$ cat src/rtl/gauss_pkg.sv
// rtl/gauss_pkg.sv - shared constants, FSM encoding and magnitude helper for gauss_stat_monitor
package gauss_pkg;

  localparam int SAMPLE_W = 32;  // width of a sample on the stream
  localparam int SIG_W    = 20;  // significant (sign + integer + fraction) bits
  localparam int FRAC     = 12;  // fraction bits; 1.0 sigma = 1 << FRAC
  localparam int VAR_W    = 48;  // variance output width, Q23.24

  localparam logic [SIG_W:0] SIGMA1 = (SIG_W+1)'(1) << FRAC;
  localparam logic [SIG_W:0] SIGMA2 = (SIG_W+1)'(2) << FRAC;
  localparam logic [SIG_W:0] SIGMA3 = (SIG_W+1)'(3) << FRAC;

  typedef enum logic [2:0] {
    ST_IDLE,
    ST_ACCUM,
    ST_FIN0,
    ST_FIN1,
    ST_DONE
  } state_e;

  // |s| on 21 bits so that the most negative sample (-2^19) has a representable magnitude.
  function automatic logic [SIG_W:0] mag21(input logic signed [SIG_W-1:0] s);
    logic signed [SIG_W:0] w;
    w = {s[SIG_W-1], s};
    mag21 = w[SIG_W] ? ((~w) + 21'd1) : w;
  endfunction

endpackage

$ cat src/rtl/gauss_stat_monitor_if.sv
// rtl/gauss_stat_monitor_if.sv - sample stream, control and result bundle for gauss_stat_monitor
//  start/res_ack         control from the consumer
//  in_valid/in_data      sample stream into the monitor, in_ready back
//  res_valid/busy        status from the monitor
//  *_out                 window results
//  master: stream source / result consumer side; slave: the monitor
interface gauss_stat_monitor_if #(parameter int LOG2_N = 10);
  import gauss_pkg::*;

  logic                start;
  logic                in_valid;
  logic [SAMPLE_W-1:0] in_data;
  logic                in_ready;
  logic                res_valid;
  logic                res_ack;
  logic                busy;
  logic [SAMPLE_W-1:0] mean_out;
  logic [VAR_W-1:0]    var_out;
  logic [SAMPLE_W-1:0] min_out;
  logic [SAMPLE_W-1:0] max_out;
  logic [LOG2_N:0]     cnt1_out;
  logic [LOG2_N:0]     cnt2_out;
  logic [LOG2_N:0]     cnt3_out;
  logic [LOG2_N:0]     err_out;

  modport master (
    output start, in_valid, in_data, res_ack,
    input  in_ready, res_valid, busy, mean_out, var_out, min_out, max_out,
           cnt1_out, cnt2_out, cnt3_out, err_out
  );

  modport slave (
    input  start, in_valid, in_data, res_ack,
    output in_ready, res_valid, busy, mean_out, var_out, min_out, max_out,
           cnt1_out, cnt2_out, cnt3_out, err_out
  );

endinterface

$ cat src/rtl/gauss_accum.sv
// rtl/gauss_accum.sv - per-window sum/sumsq/min/max/sigma-count datapath
//  clk, aclr   clock, asynchronous active-high reset
//  clr_i       restart the window (wins over en_i)
//  en_i        accept data_i this cycle
//  data_i      32-bit sample; low 20 bits are the value, upper bits only checked
//  sum_o, sumsq_o, min_o, max_o, cnt1_o..cnt3_o, err_o   running window statistics
//  last_o      the accepted sample is the last of the window
module gauss_accum
  import gauss_pkg::*;
#(
  parameter int LOG2_N = 10
) (
  input  logic                           clk,
  input  logic                           aclr,
  input  logic                           clr_i,
  input  logic                           en_i,
  input  logic [SAMPLE_W-1:0]            data_i,
  output logic signed [SIG_W+LOG2_N-1:0] sum_o,
  output logic [2*SIG_W+LOG2_N-1:0]      sumsq_o,
  output logic signed [SIG_W-1:0]        min_o,
  output logic signed [SIG_W-1:0]        max_o,
  output logic [LOG2_N:0]                cnt1_o,
  output logic [LOG2_N:0]                cnt2_o,
  output logic [LOG2_N:0]                cnt3_o,
  output logic [LOG2_N:0]                err_o,
  output logic                           last_o
);

  localparam int SUM_W = SIG_W + LOG2_N;
  localparam int SQ_W  = 2*SIG_W + LOG2_N;

  logic signed [SIG_W-1:0]   s;
  logic signed [2*SIG_W-1:0] s_ext;
  logic signed [2*SIG_W-1:0] sq;
  logic [SIG_W:0]            mag;
  logic                      bad_ext;

  logic signed [SUM_W-1:0] sum_q, sum_d;
  logic [SQ_W-1:0]         sumsq_q, sumsq_d;
  logic signed [SIG_W-1:0] min_q, min_d, max_q, max_d;
  logic [LOG2_N:0]         cnt1_q, cnt1_d, cnt2_q, cnt2_d, cnt3_q, cnt3_d, err_q, err_d;
  logic [LOG2_N-1:0]       idx_q, idx_d;

  assign s       = data_i[SIG_W-1:0];
  assign s_ext   = (2*SIG_W)'(s);
  assign sq      = s_ext * s_ext;
  assign mag     = mag21(s);
  assign bad_ext = data_i[SAMPLE_W-1:SIG_W] != {(SAMPLE_W-SIG_W){data_i[SIG_W-1]}};
  assign last_o  = en_i && (idx_q == '1);

  always_comb begin
    sum_d   = sum_q;
    sumsq_d = sumsq_q;
    min_d   = min_q;
    max_d   = max_q;
    cnt1_d  = cnt1_q;
    cnt2_d  = cnt2_q;
    cnt3_d  = cnt3_q;
    err_d   = err_q;
    idx_d   = idx_q;
    if (clr_i) begin
      sum_d   = '0;
      sumsq_d = '0;
      min_d   = {1'b0, {(SIG_W-1){1'b1}}};
      max_d   = {1'b1, {(SIG_W-1){1'b0}}};
      cnt1_d  = '0;
      cnt2_d  = '0;
      cnt3_d  = '0;
      err_d   = '0;
      idx_d   = '0;
    end else if (en_i) begin
      sum_d   = sum_q + SUM_W'(s);
      // s*s is never negative, so zero-extension is exact
      sumsq_d = sumsq_q + {{LOG2_N{1'b0}}, sq};
      if (s < min_q) min_d = s;
      if (s > max_q) max_d = s;
      if (mag < SIGMA1) cnt1_d = cnt1_q + 1'b1;
      if (mag < SIGMA2) cnt2_d = cnt2_q + 1'b1;
      if (mag < SIGMA3) cnt3_d = cnt3_q + 1'b1;
      if (bad_ext) err_d = err_q + 1'b1;
      idx_d = idx_q + 1'b1;  // wraps to 0 on the last sample
    end
  end

  always_ff @(posedge clk or posedge aclr) begin
    if (aclr) begin
      sum_q   <= '0;
      sumsq_q <= '0;
      min_q   <= '0;
      max_q   <= '0;
      cnt1_q  <= '0;
      cnt2_q  <= '0;
      cnt3_q  <= '0;
      err_q   <= '0;
      idx_q   <= '0;
    end else begin
      sum_q   <= sum_d;
      sumsq_q <= sumsq_d;
      min_q   <= min_d;
      max_q   <= max_d;
      cnt1_q  <= cnt1_d;
      cnt2_q  <= cnt2_d;
      cnt3_q  <= cnt3_d;
      err_q   <= err_d;
      idx_q   <= idx_d;
    end
  end

  assign sum_o   = sum_q;
  assign sumsq_o = sumsq_q;
  assign min_o   = min_q;
  assign max_o   = max_q;
  assign cnt1_o  = cnt1_q;
  assign cnt2_o  = cnt2_q;
  assign cnt3_o  = cnt3_q;
  assign err_o   = err_q;

endmodule

$ cat src/rtl/gauss_stat_monitor.sv
// rtl/gauss_stat_monitor.sv - one-window statistics monitor on the Gaussian sample stream
//  clk   system clock
//  aclr  asynchronous active-high reset
//  bus   gauss_stat_monitor_if.slave: start/res_ack control, in_* sample stream,
//        res_valid/busy status and the registered window results
module gauss_stat_monitor
  import gauss_pkg::*;
#(
  parameter int LOG2_N = 10
) (
  input logic                 clk,
  input logic                 aclr,
  gauss_stat_monitor_if.slave bus
);

  state_e state_q, state_d;
  logic   clr;
  logic   xfer;
  logic   last;

  logic signed [SIG_W+LOG2_N-1:0] sum;
  logic [2*SIG_W+LOG2_N-1:0]      sumsq;
  logic signed [SIG_W-1:0]        min_v, max_v;
  logic [LOG2_N:0]                cnt1, cnt2, cnt3, err;

  logic signed [SIG_W-1:0] mean_q;
  logic [2*SIG_W-1:0]      msq_q;
  logic signed [VAR_W-1:0] mean_w;
  logic signed [VAR_W-1:0] mean_sq;
  logic [VAR_W-1:0]        var_d;

  logic [SAMPLE_W-1:0] mean_out_q, min_out_q, max_out_q;
  logic [VAR_W-1:0]    var_out_q;
  logic [LOG2_N:0]     cnt1_out_q, cnt2_out_q, cnt3_out_q, err_out_q;

  assign xfer = bus.in_valid && (state_q == ST_ACCUM);

  always_comb begin
    state_d = state_q;
    case (state_q)
      ST_IDLE:  if (bus.start) state_d = ST_ACCUM;
      ST_ACCUM: if (last) state_d = ST_FIN0;
      ST_FIN0:  state_d = ST_FIN1;
      ST_FIN1:  state_d = ST_DONE;
      // start beats res_ack when both arrive together
      ST_DONE:  if (bus.start) state_d = ST_ACCUM;
                else if (bus.res_ack) state_d = ST_IDLE;
      default:  state_d = ST_IDLE;
    endcase
  end

  // Entering ACCUM from IDLE or DONE restarts the window.
  assign clr = (state_d == ST_ACCUM) && (state_q != ST_ACCUM);

  always_ff @(posedge clk or posedge aclr) begin
    if (aclr) state_q <= ST_IDLE;
    else      state_q <= state_d;
  end

  gauss_accum #(.LOG2_N(LOG2_N)) u_accum (
    .clk     (clk),
    .aclr    (aclr),
    .clr_i   (clr),
    .en_i    (xfer),
    .data_i  (bus.in_data),
    .sum_o   (sum),
    .sumsq_o (sumsq),
    .min_o   (min_v),
    .max_o   (max_v),
    .cnt1_o  (cnt1),
    .cnt2_o  (cnt2),
    .cnt3_o  (cnt3),
    .err_o   (err),
    .last_o  (last)
  );

  // The mean of 20-bit samples always fits in 20 bits, so the narrowing casts are exact.
  always_ff @(posedge clk or posedge aclr) begin
    if (aclr) begin
      mean_q <= '0;
      msq_q  <= '0;
    end else if (state_q == ST_FIN0) begin
      mean_q <= SIG_W'(sum >>> LOG2_N);
      msq_q  <= (2*SIG_W)'(sumsq >> LOG2_N);
    end
  end

  assign mean_w  = VAR_W'(mean_q);
  assign mean_sq = mean_w * mean_w;
  assign var_d   = {{(VAR_W-2*SIG_W){1'b0}}, msq_q} - mean_sq;

  always_ff @(posedge clk or posedge aclr) begin
    if (aclr) begin
      mean_out_q <= '0;
      var_out_q  <= '0;
      min_out_q  <= '0;
      max_out_q  <= '0;
      cnt1_out_q <= '0;
      cnt2_out_q <= '0;
      cnt3_out_q <= '0;
      err_out_q  <= '0;
    end else if (state_q == ST_FIN1) begin
      mean_out_q <= SAMPLE_W'(mean_q);
      var_out_q  <= var_d;
      min_out_q  <= SAMPLE_W'(min_v);
      max_out_q  <= SAMPLE_W'(max_v);
      cnt1_out_q <= cnt1;
      cnt2_out_q <= cnt2;
      cnt3_out_q <= cnt3;
      err_out_q  <= err;
    end
  end

  assign bus.in_ready  = (state_q == ST_ACCUM);
  assign bus.res_valid = (state_q == ST_DONE);
  assign bus.busy      = (state_q == ST_ACCUM) || (state_q == ST_FIN0) || (state_q == ST_FIN1);
  assign bus.mean_out  = mean_out_q;
  assign bus.var_out   = var_out_q;
  assign bus.min_out   = min_out_q;
  assign bus.max_out   = max_out_q;
  assign bus.cnt1_out  = cnt1_out_q;
  assign bus.cnt2_out  = cnt2_out_q;
  assign bus.cnt3_out  = cnt3_out_q;
  assign bus.err_out   = err_out_q;

endmodule

$ cat src/flat_wrapper.sv
// flat-port wrapper written by rule: the top's interface ports become plain ports
module gauss_stat_monitor_flat import gauss_pkg::*;
#(
  parameter int LOG2_N = 10
)
  (clk, aclr, bus_start, bus_in_valid, bus_in_data, bus_res_ack, bus_in_ready, bus_res_valid, bus_busy, bus_mean_out, bus_var_out, bus_min_out, bus_max_out, bus_cnt1_out, bus_cnt2_out, bus_cnt3_out, bus_err_out);
  gauss_stat_monitor_if #(.LOG2_N(LOG2_N)) bus_i ();
  input logic clk;
  input logic aclr;
  input wire logic [$bits(bus_i.start)-1:0] bus_start;
  input wire logic [$bits(bus_i.in_valid)-1:0] bus_in_valid;
  input wire logic [$bits(bus_i.in_data)-1:0] bus_in_data;
  input wire logic [$bits(bus_i.res_ack)-1:0] bus_res_ack;
  output wire logic [$bits(bus_i.in_ready)-1:0] bus_in_ready;
  output wire logic [$bits(bus_i.res_valid)-1:0] bus_res_valid;
  output wire logic [$bits(bus_i.busy)-1:0] bus_busy;
  output wire logic [$bits(bus_i.mean_out)-1:0] bus_mean_out;
  output wire logic [$bits(bus_i.var_out)-1:0] bus_var_out;
  output wire logic [$bits(bus_i.min_out)-1:0] bus_min_out;
  output wire logic [$bits(bus_i.max_out)-1:0] bus_max_out;
  output wire logic [$bits(bus_i.cnt1_out)-1:0] bus_cnt1_out;
  output wire logic [$bits(bus_i.cnt2_out)-1:0] bus_cnt2_out;
  output wire logic [$bits(bus_i.cnt3_out)-1:0] bus_cnt3_out;
  output wire logic [$bits(bus_i.err_out)-1:0] bus_err_out;
  assign bus_i.start = bus_start;
  assign bus_i.in_valid = bus_in_valid;
  assign bus_i.in_data = bus_in_data;
  assign bus_i.res_ack = bus_res_ack;
  assign bus_in_ready = bus_i.in_ready;
  assign bus_res_valid = bus_i.res_valid;
  assign bus_busy = bus_i.busy;
  assign bus_mean_out = bus_i.mean_out;
  assign bus_var_out = bus_i.var_out;
  assign bus_min_out = bus_i.min_out;
  assign bus_max_out = bus_i.max_out;
  assign bus_cnt1_out = bus_i.cnt1_out;
  assign bus_cnt2_out = bus_i.cnt2_out;
  assign bus_cnt3_out = bus_i.cnt3_out;
  assign bus_err_out = bus_i.err_out;
  gauss_stat_monitor #(.LOG2_N(LOG2_N)) u_core (.clk(clk), .aclr(aclr), .bus(bus_i));
endmodule
$ cat config.mk
export PLATFORM = sky130hd
export DESIGN_NAME = gauss_stat_monitor_flat
export DESIGN_NICKNAME = d
export VERILOG_FILES = /design/src/rtl/gauss_pkg.sv /design/src/rtl/gauss_stat_monitor_if.sv /design/src/rtl/gauss_accum.sv /design/src/rtl/gauss_stat_monitor.sv /design/src/flat_wrapper.sv
export SDC_FILE = /design/constraint.sdc
export NUM_CORES = 2
export LEC_CHECK = 0
export ABC_AREA = 1
export BUFFER_PORTS_ARGS = -buffer_cell sky130_fd_sc_hd__buf_2
export CAP_MARGIN = 20
export CORE_MARGIN = 8
export CORE_UTILIZATION = 50
export CTS_CLUSTER_DIAMETER = 40
export CTS_CLUSTER_SIZE = 14
export DETAILED_ROUTE_END_ITERATION = 8
export PLACE_DENSITY_LB_ADDON = 0.25
export SYNTH_ARGS = -nofsm -noshare
export SYNTH_HDL_FRONTEND = slang
export SYNTH_SLANG_ARGS = --single-unit
$ cat constraint.sdc
create_clock -name clk -period 14.43 [get_ports clk]
set_clock_uncertainty 0.05 [all_clocks]
set_input_delay 1.443 -clock clk [delete_from_list [all_inputs] [get_ports clk]]
set_output_delay 1.443 -clock clk [all_outputs]
set_load 0.02 [all_outputs]
# [Yosys cells after proc, flatten, opt, wreduce, memory -nomap -nowiden]
# Cells that the tools add are included.
[totals] regBits=389 input_bits=37 wordCells=94
[op_classes] addsub=9 n_mul=2 order_cmp=5 eq_ne=8 mux=30 bitwise_logic=1 reduce_logical=19
[op_table] operator="$mux 11" n=12
[op_table] operator="$mux 20" n=6
[op_table] operator="$mux 50" n=2
[op_table] operator="$mul 20x20->40" n=2
[op_table] operator="$mux 30" n=2
[op_table] operator="$add 50x40->50" n=1
[op_table] operator="$sub 40x48->48" n=1
[op_table] operator="$add 11x1->11 const B" n=4
[op_table] operator="$lt 21x14->1 const B" n=2
[op_table] operator="$add 30x20->30" n=1
[op_table] operator="$add 21x1->21 const B" n=1
[op_table] operator="$lt 21x13->1 const B" n=1
[op_table] operator="$mux 21" n=1
[op_table] operator="$not 21->21" n=1
[op_table] operator="$gt 20x20->1" n=1
[op_table] operator="$lt 20x20->1" n=1
[op_table] operator="$mux 10" n=2
[op_table] operator="$pmux 3 s5" n=1
[op_table] operator="$reduce_bool 2->1" n=7
[op_table] operator="$mux 3" n=4
[op_table] operator="$ne 12x12->1" n=1
[op_table] operator="$reduce_and 2->1" n=6
[op_table] operator="$add 10x1->10 const B" n=1
[op_table] operator="$eq 10x10->1 const B" n=1
[op_table] operator="7 further kinds" n=12

# [Depth between registers and ports, before layout]
[logic_depth] word_depth=9 depth_mapped=43 depth_no_buf=41

# [Hierarchy]
# From an unflattened synthesis, not the netlist that was laid out.
[unflattened] hier_cells=7172 area_unflattened_um2=54362.1
[by_module_without_submodules] module="gauss_accum" n_inst=1 cells_per_inst=4143 area_per_inst_um2=29165.5 seq_area_each_um2=4354.2
[by_module_without_submodules] module="gauss_stat_monitor" n_inst=1 cells_per_inst=3029 area_per_inst_um2=25196.7 seq_area_each_um2=5230.0

# [Worst setup path before layout]
# Ideal clock, no wire load.
[synth_timing] path_type="input port to flip-flop" from="input port bus_in_data[19]" to="register u_core.u_accum.sumsq_q[40], in the netlist u_core.u_accum.sumsq_o[40]" setup_ps=119 arrival_ps=8993 slack_ps=5268 stages=38 cell_sequence="clkbuf_1 clkbuf_1 clkbuf_1 nand2_1 fa_1 inv_1 fa_1 inv_1 fa_1 fa_1 inv_1 fa_1 inv_1 fa_1 fa_1 inv_1 ha_1 nand2_1 (+2 left out) nor3_1 nand3_1 nand3_1 a21boi_0 nand2_1 nand2_1 ha_1 nand2_1 nor2_1 inv_1 nor2_1 inv_1 nor3_1 nand3_1 nand3_1 nand3_1 nand2_1 nor2_1"
[synth_between] elab_chain_len=4
[synth_rtl] element="from (decl)" line_no="flat_wrapper.sv:12" source="input wire logic [$bits(bus_i.in_data)-1:0] bus_in_data;"
[synth_rtl] element="$mul 20x20->40" line_no="gauss_accum.sv:46" source="assign sq = s_ext * s_ext;"
[synth_rtl] element="$add 50x40->50" line_no="gauss_accum.sv:74" source="sumsq_d = sumsq_q + {{LOG2_N{1'b0}}, sq};"
[synth_rtl] element="$mux 50" line_no="gauss_accum.sv:71" source="end else if (en_i) begin"
[synth_rtl] element="$mux 50" line_no="gauss_accum.sv:61" source="if (clr_i) begin"
[synth_rtl] element="to (signal assigned)" line_no="gauss_accum.sv:98" source="sumsq_q <= sumsq_d;"
[synth_rtl] element="to (decl)" line_no="gauss_accum.sv:39" source="logic [SQ_W-1:0] sumsq_q, sumsq_d;"
# No other way between the ends. The select of a mux whose other input is x is not followed.
# A chain may end at the register's enable or synchronous reset.

# [Worst setup path in the final report]
[layout_timing] from="input port bus_in_data[19]" to="register u_core.u_accum.sumsq_q[49], in the netlist u_core.u_accum.sumsq_o[49]"
# The elaborated chain is that of the path after synthesis.

==> flow_summary.json <==
{
  "leading_cell_type_in_the_layout_fill_and_taps_excluded": "inv_1",
  "cts-buffers-inserted": 73,
  "io_pins": 228,
  "worst_skew_pair.late_latency_ns": 0.64,
  "cts-htree-levels": 3,
  "ctsHoldBuffers": 0,
  "cts_root_buf": "clkbuf_16",
  "report.final.setup_viol": 0,
  "clock_tree.buffer_depth": 3,
  "crit_path_start_kind": "input pin",
  "grt_antenna_before_repair": 0,
  "post_cts.resized_instances": 0,
  "min_period_over_period": 0.678,
  "timing_hold_violations_final": 0,
  "floorplan.die_area_sq_um": 117000,
  "final_core_util": 0.547,
  "areaGrowthSynthToFinish_pct": 9.06,
  "cts_tree": "done",
  "finalNetCount": 8227,
  "viasPerCell": 5.21,
  "fillerInstances": 10100,
  "hold_end": "u_core.bus.mean_out[1]",
  "critical_path.reg2reg.startpoint": "u_core.mean_q[4]",
  "hold-path-cell-count": 2,
  "slew_at_the_pin_closest_to_its_max_slew_limit_ns": 1.13,
  "grtUsageMet1": 0.349,
  "port_buffer_count": 227,
  "post-cts-setup-buffers": 0,
  "final-max-slew-violation-count": 0,
  "design.core.area_sq_um": 106000,
  "final_layout_size_suffix_gt1_frac": 0.0614,
  "max_cap_viol_count": 0,
  "grt_max_degree": 164,
  "worst_r2r_endpoint": "u_core.bus.var_out[38]",
  "grt_first_pass_wirelength_um": 246000,
  "timing.critical_path.arrival_ns": 10.30,
  "cpPeakStageDelay_ns": 0.84,
  "detailedRoute.firstIterationViolations": 3123,
  "status": "complete, no violations",
  "achievable-frequency_mhz": 102,
  "synth_sequential_area_ratio": 0.182,
  "worst-endpoint-required_ns": 14.95,
  "final_cell_mix": "inv_1 (1,663), nand2_1 (1,637), fa_1 (774)",
  "detail_route.drc_violations": 0,
  "synth.avg_cell_area_sq_um": 7.70,
  "dp_hpwl_um": 122000,
  "floorplan.die.height_um": 343,
  "clkSinkCount": 389,
  "grt-ovfl-total": 0,
  "crit_path_kind": "input pin to flop",
  "mappedNetlistArea_sq_um": 53400,
  "start_util": 0.501,
  "vias": 44400,
  "synth_async_sr_flop_share": 1.00,
  "setup_repair_after_global_routing_missed_its_margin": "false",
  "crit_slowest_cell": "fa_1",
  "global_route.usage.met2": 0.443,
  "yosys_most_used_dff": "dfrtp_1",
  "setup_total_negative_slack_ns": 0,
  "final_routed_wirelength_across_all_metal_layers_um": 152000,
  "fin_crit_ns": 9.78,
  "synth_seq_cells": 389,
  "combined_global_route_utilization_of_all_metal_layers": 0.262,
  "syn_nets": 8110,
  "synth_enable_flop_cells": 0,
  "firstDrtPassIters": 6,
  "hold_startpoint": "u_core.bus.mean_out[1]",
  "floorplan.die.width_um": 343,
  "relSlewSlack": 0.249,
  "grtUsageMet3": 0.0328,
  "cts.reportedPaths.clkPinSlew_ns": 0.05,
  "post_detailed_route_wirelength_per_cell_um": 17.9,
  "worst-path-max-fanout": 48,
  "setup.worst_path.end_class": "flop",
  "grt_pass1_vias": 46300,
  "post_synth_cell_types": 54,
  "rows": 120,
  "syn_inst": 6934,
  "final_antenna_net_count": 0,
  "gr-max-usage-layer": "met2",
  "reg2reg_depth": 31,
  "ff2ff_setup_slack_ns": 5.21,
  "timing.hold.worst.class": "flop to flop",
  "yosysWarningCount": 0,
  "globalplace.congestion": 1.00
}
final cells by class:
cell class / instances / area [sq um] / area share
Clock inverter: 57 / 803 / 0.0138
Sequential cell: 389 / 9730 / 0.167
Multi-Input combinational cell: 4662 / 36400 / 0.625
Timing Repair Buffer: 256 / 1370 / 0.0235
Antenna cell: 1 / 2.50 / 0.0000430
Clock buffer: 79 / 1900 / 0.0327
Tap cell: 1403 / 1760 / 0.0302
Inverter: 1669 / 6280 / 0.108
logic make-up (layout without fill, tap and decap cells):
logic type / Yosys count / count (layout) / synth area share
and+or+nand+nor: 2590 / 2590 / 0.199
adders and majority gates: 1139 / 1139 / 0.376
muxes: 17 / 17 / 0.00359
DFF: 389 / 389 / 0.182
AOI/OAI and AO/OA: 762 / 762 / 0.0773
other: 2 / 3 / 0.000141
buffers and inverters: 1883 / 2061 / 0.137
xor gates and xnor gates: 152 / 152 / 0.0252
worst max path at each step:
stage	startpoint	slack [ns]	to	depth (start not counted)
floorplan	aclr	2.12	u_core.bus.cnt1_out[0]	1
global placement	bus_in_data[19]	3.99	u_core.u_accum.sumsq_o[49]	36
detailed placement	bus_in_data[19]	3.99	u_core.u_accum.sumsq_o[49]	36
CTS	bus_in_data[19]	4.66	u_core.u_accum.sumsq_o[49]	36
global route	bus_in_data[19]	4.11	u_core.u_accum.sumsq_o[49]	36
finish	bus_in_data[19]	4.65	u_core.u_accum.sumsq_o[49]	36
Yosys cell counts, drive strengths merged (2+ instances only):
| library cell | number | area share |
|---|---|---|
| inv | 1668 | 0.12 |
| nor2 | 434 | 0.031 |
| nand3b | 20 | 0.0030 |
| a21o | 16 | 0.0023 |
| a21oi | 266 | 0.025 |
| o21a | 5 | 0.00070 |
| o31ai | 4 | 0.00056 |
| nor3 | 68 | 0.0066 |
| nor4 | 21 | 0.0025 |
| a31o | 2 | 0.00033 |
| and2 | 3 | 0.00035 |
| mux2 | 17 | 0.0036 |
| dfrtp | 389 | 0.18 |
| a21boi | 10 | 0.0014 |
| o21bai | 41 | 0.0058 |
| nand3 | 311 | 0.029 |
| o221a | 2 | 0.00042 |
| nand4 | 75 | 0.0088 |
| nor3b | 2 | 0.00028 |
| ha | 365 | 0.086 |
| or2 | 11 | 0.0013 |
| clkbuf | 138 | 0.0097 |
| xor2 | 91 | 0.015 |
| o211ai | 5 | 0.00070 |
| o221ai | 5 | 0.00082 |
| o22ai | 15 | 0.0018 |
| and3 | 4 | 0.00047 |
| o21ai | 360 | 0.034 |
| nand2 | 1641 | 0.12 |
| xnor2 | 60 | 0.0098 |
| conb | 2 | 0.00014 |
| fa | 774 | 0.29 |
| buf | 76 | 0.0095 |
| a31oi | 27 | 0.0032 |
state kept, by name (all words and copies together) (netlist names), 30 cells and up:
| register | count |
|---|---|
| u_core.msq_q | 40 |
| u_core.u_accum.sumsq_o | 50 |
| u_core.bus.var_out | 48 |
| u_core.u_accum.sum_o | 30 |
metrics by stage:
stage / instance area (sq um) / hold WS, ns / instances / worst slack [ns]
after floorplan: 53400 / 0.392 / 6934 / 2.12
after global placement: 55500 / 0.405 / 8379 / 3.99
after detailed placement: 55500 / 0.407 / 8379 / 3.99
after CTS: 58200 / 0.420 / 8515 / 4.66
after global routing: 58200 / 0.434 / 8515 / 4.11
final: 58200 / 0.418 / 8516 / 4.65
critical path, delay by kind of cell:
| kind | cells | cell delay [ns] |
|---|---|---|
| buffers and inverters | 8 | 1.27 |
| AND/OR/NAND/NOR | 14 | 1.89 |
| adder cells (fa/ha/maj) | 9 | 4.75 |
| AO/OA/AOI/OAI | 5 | 0.92 |
routing by layer:
metal,part of all wire,wire length (um)
met3,0.057,8760
met5,0,0
met1,0.43,65800
met2,0.48,72600
met4,0.034,5170
Power is not shown: default switching activity piles up to over one toggle a cycle in this logic, so the estimate is an artifact.
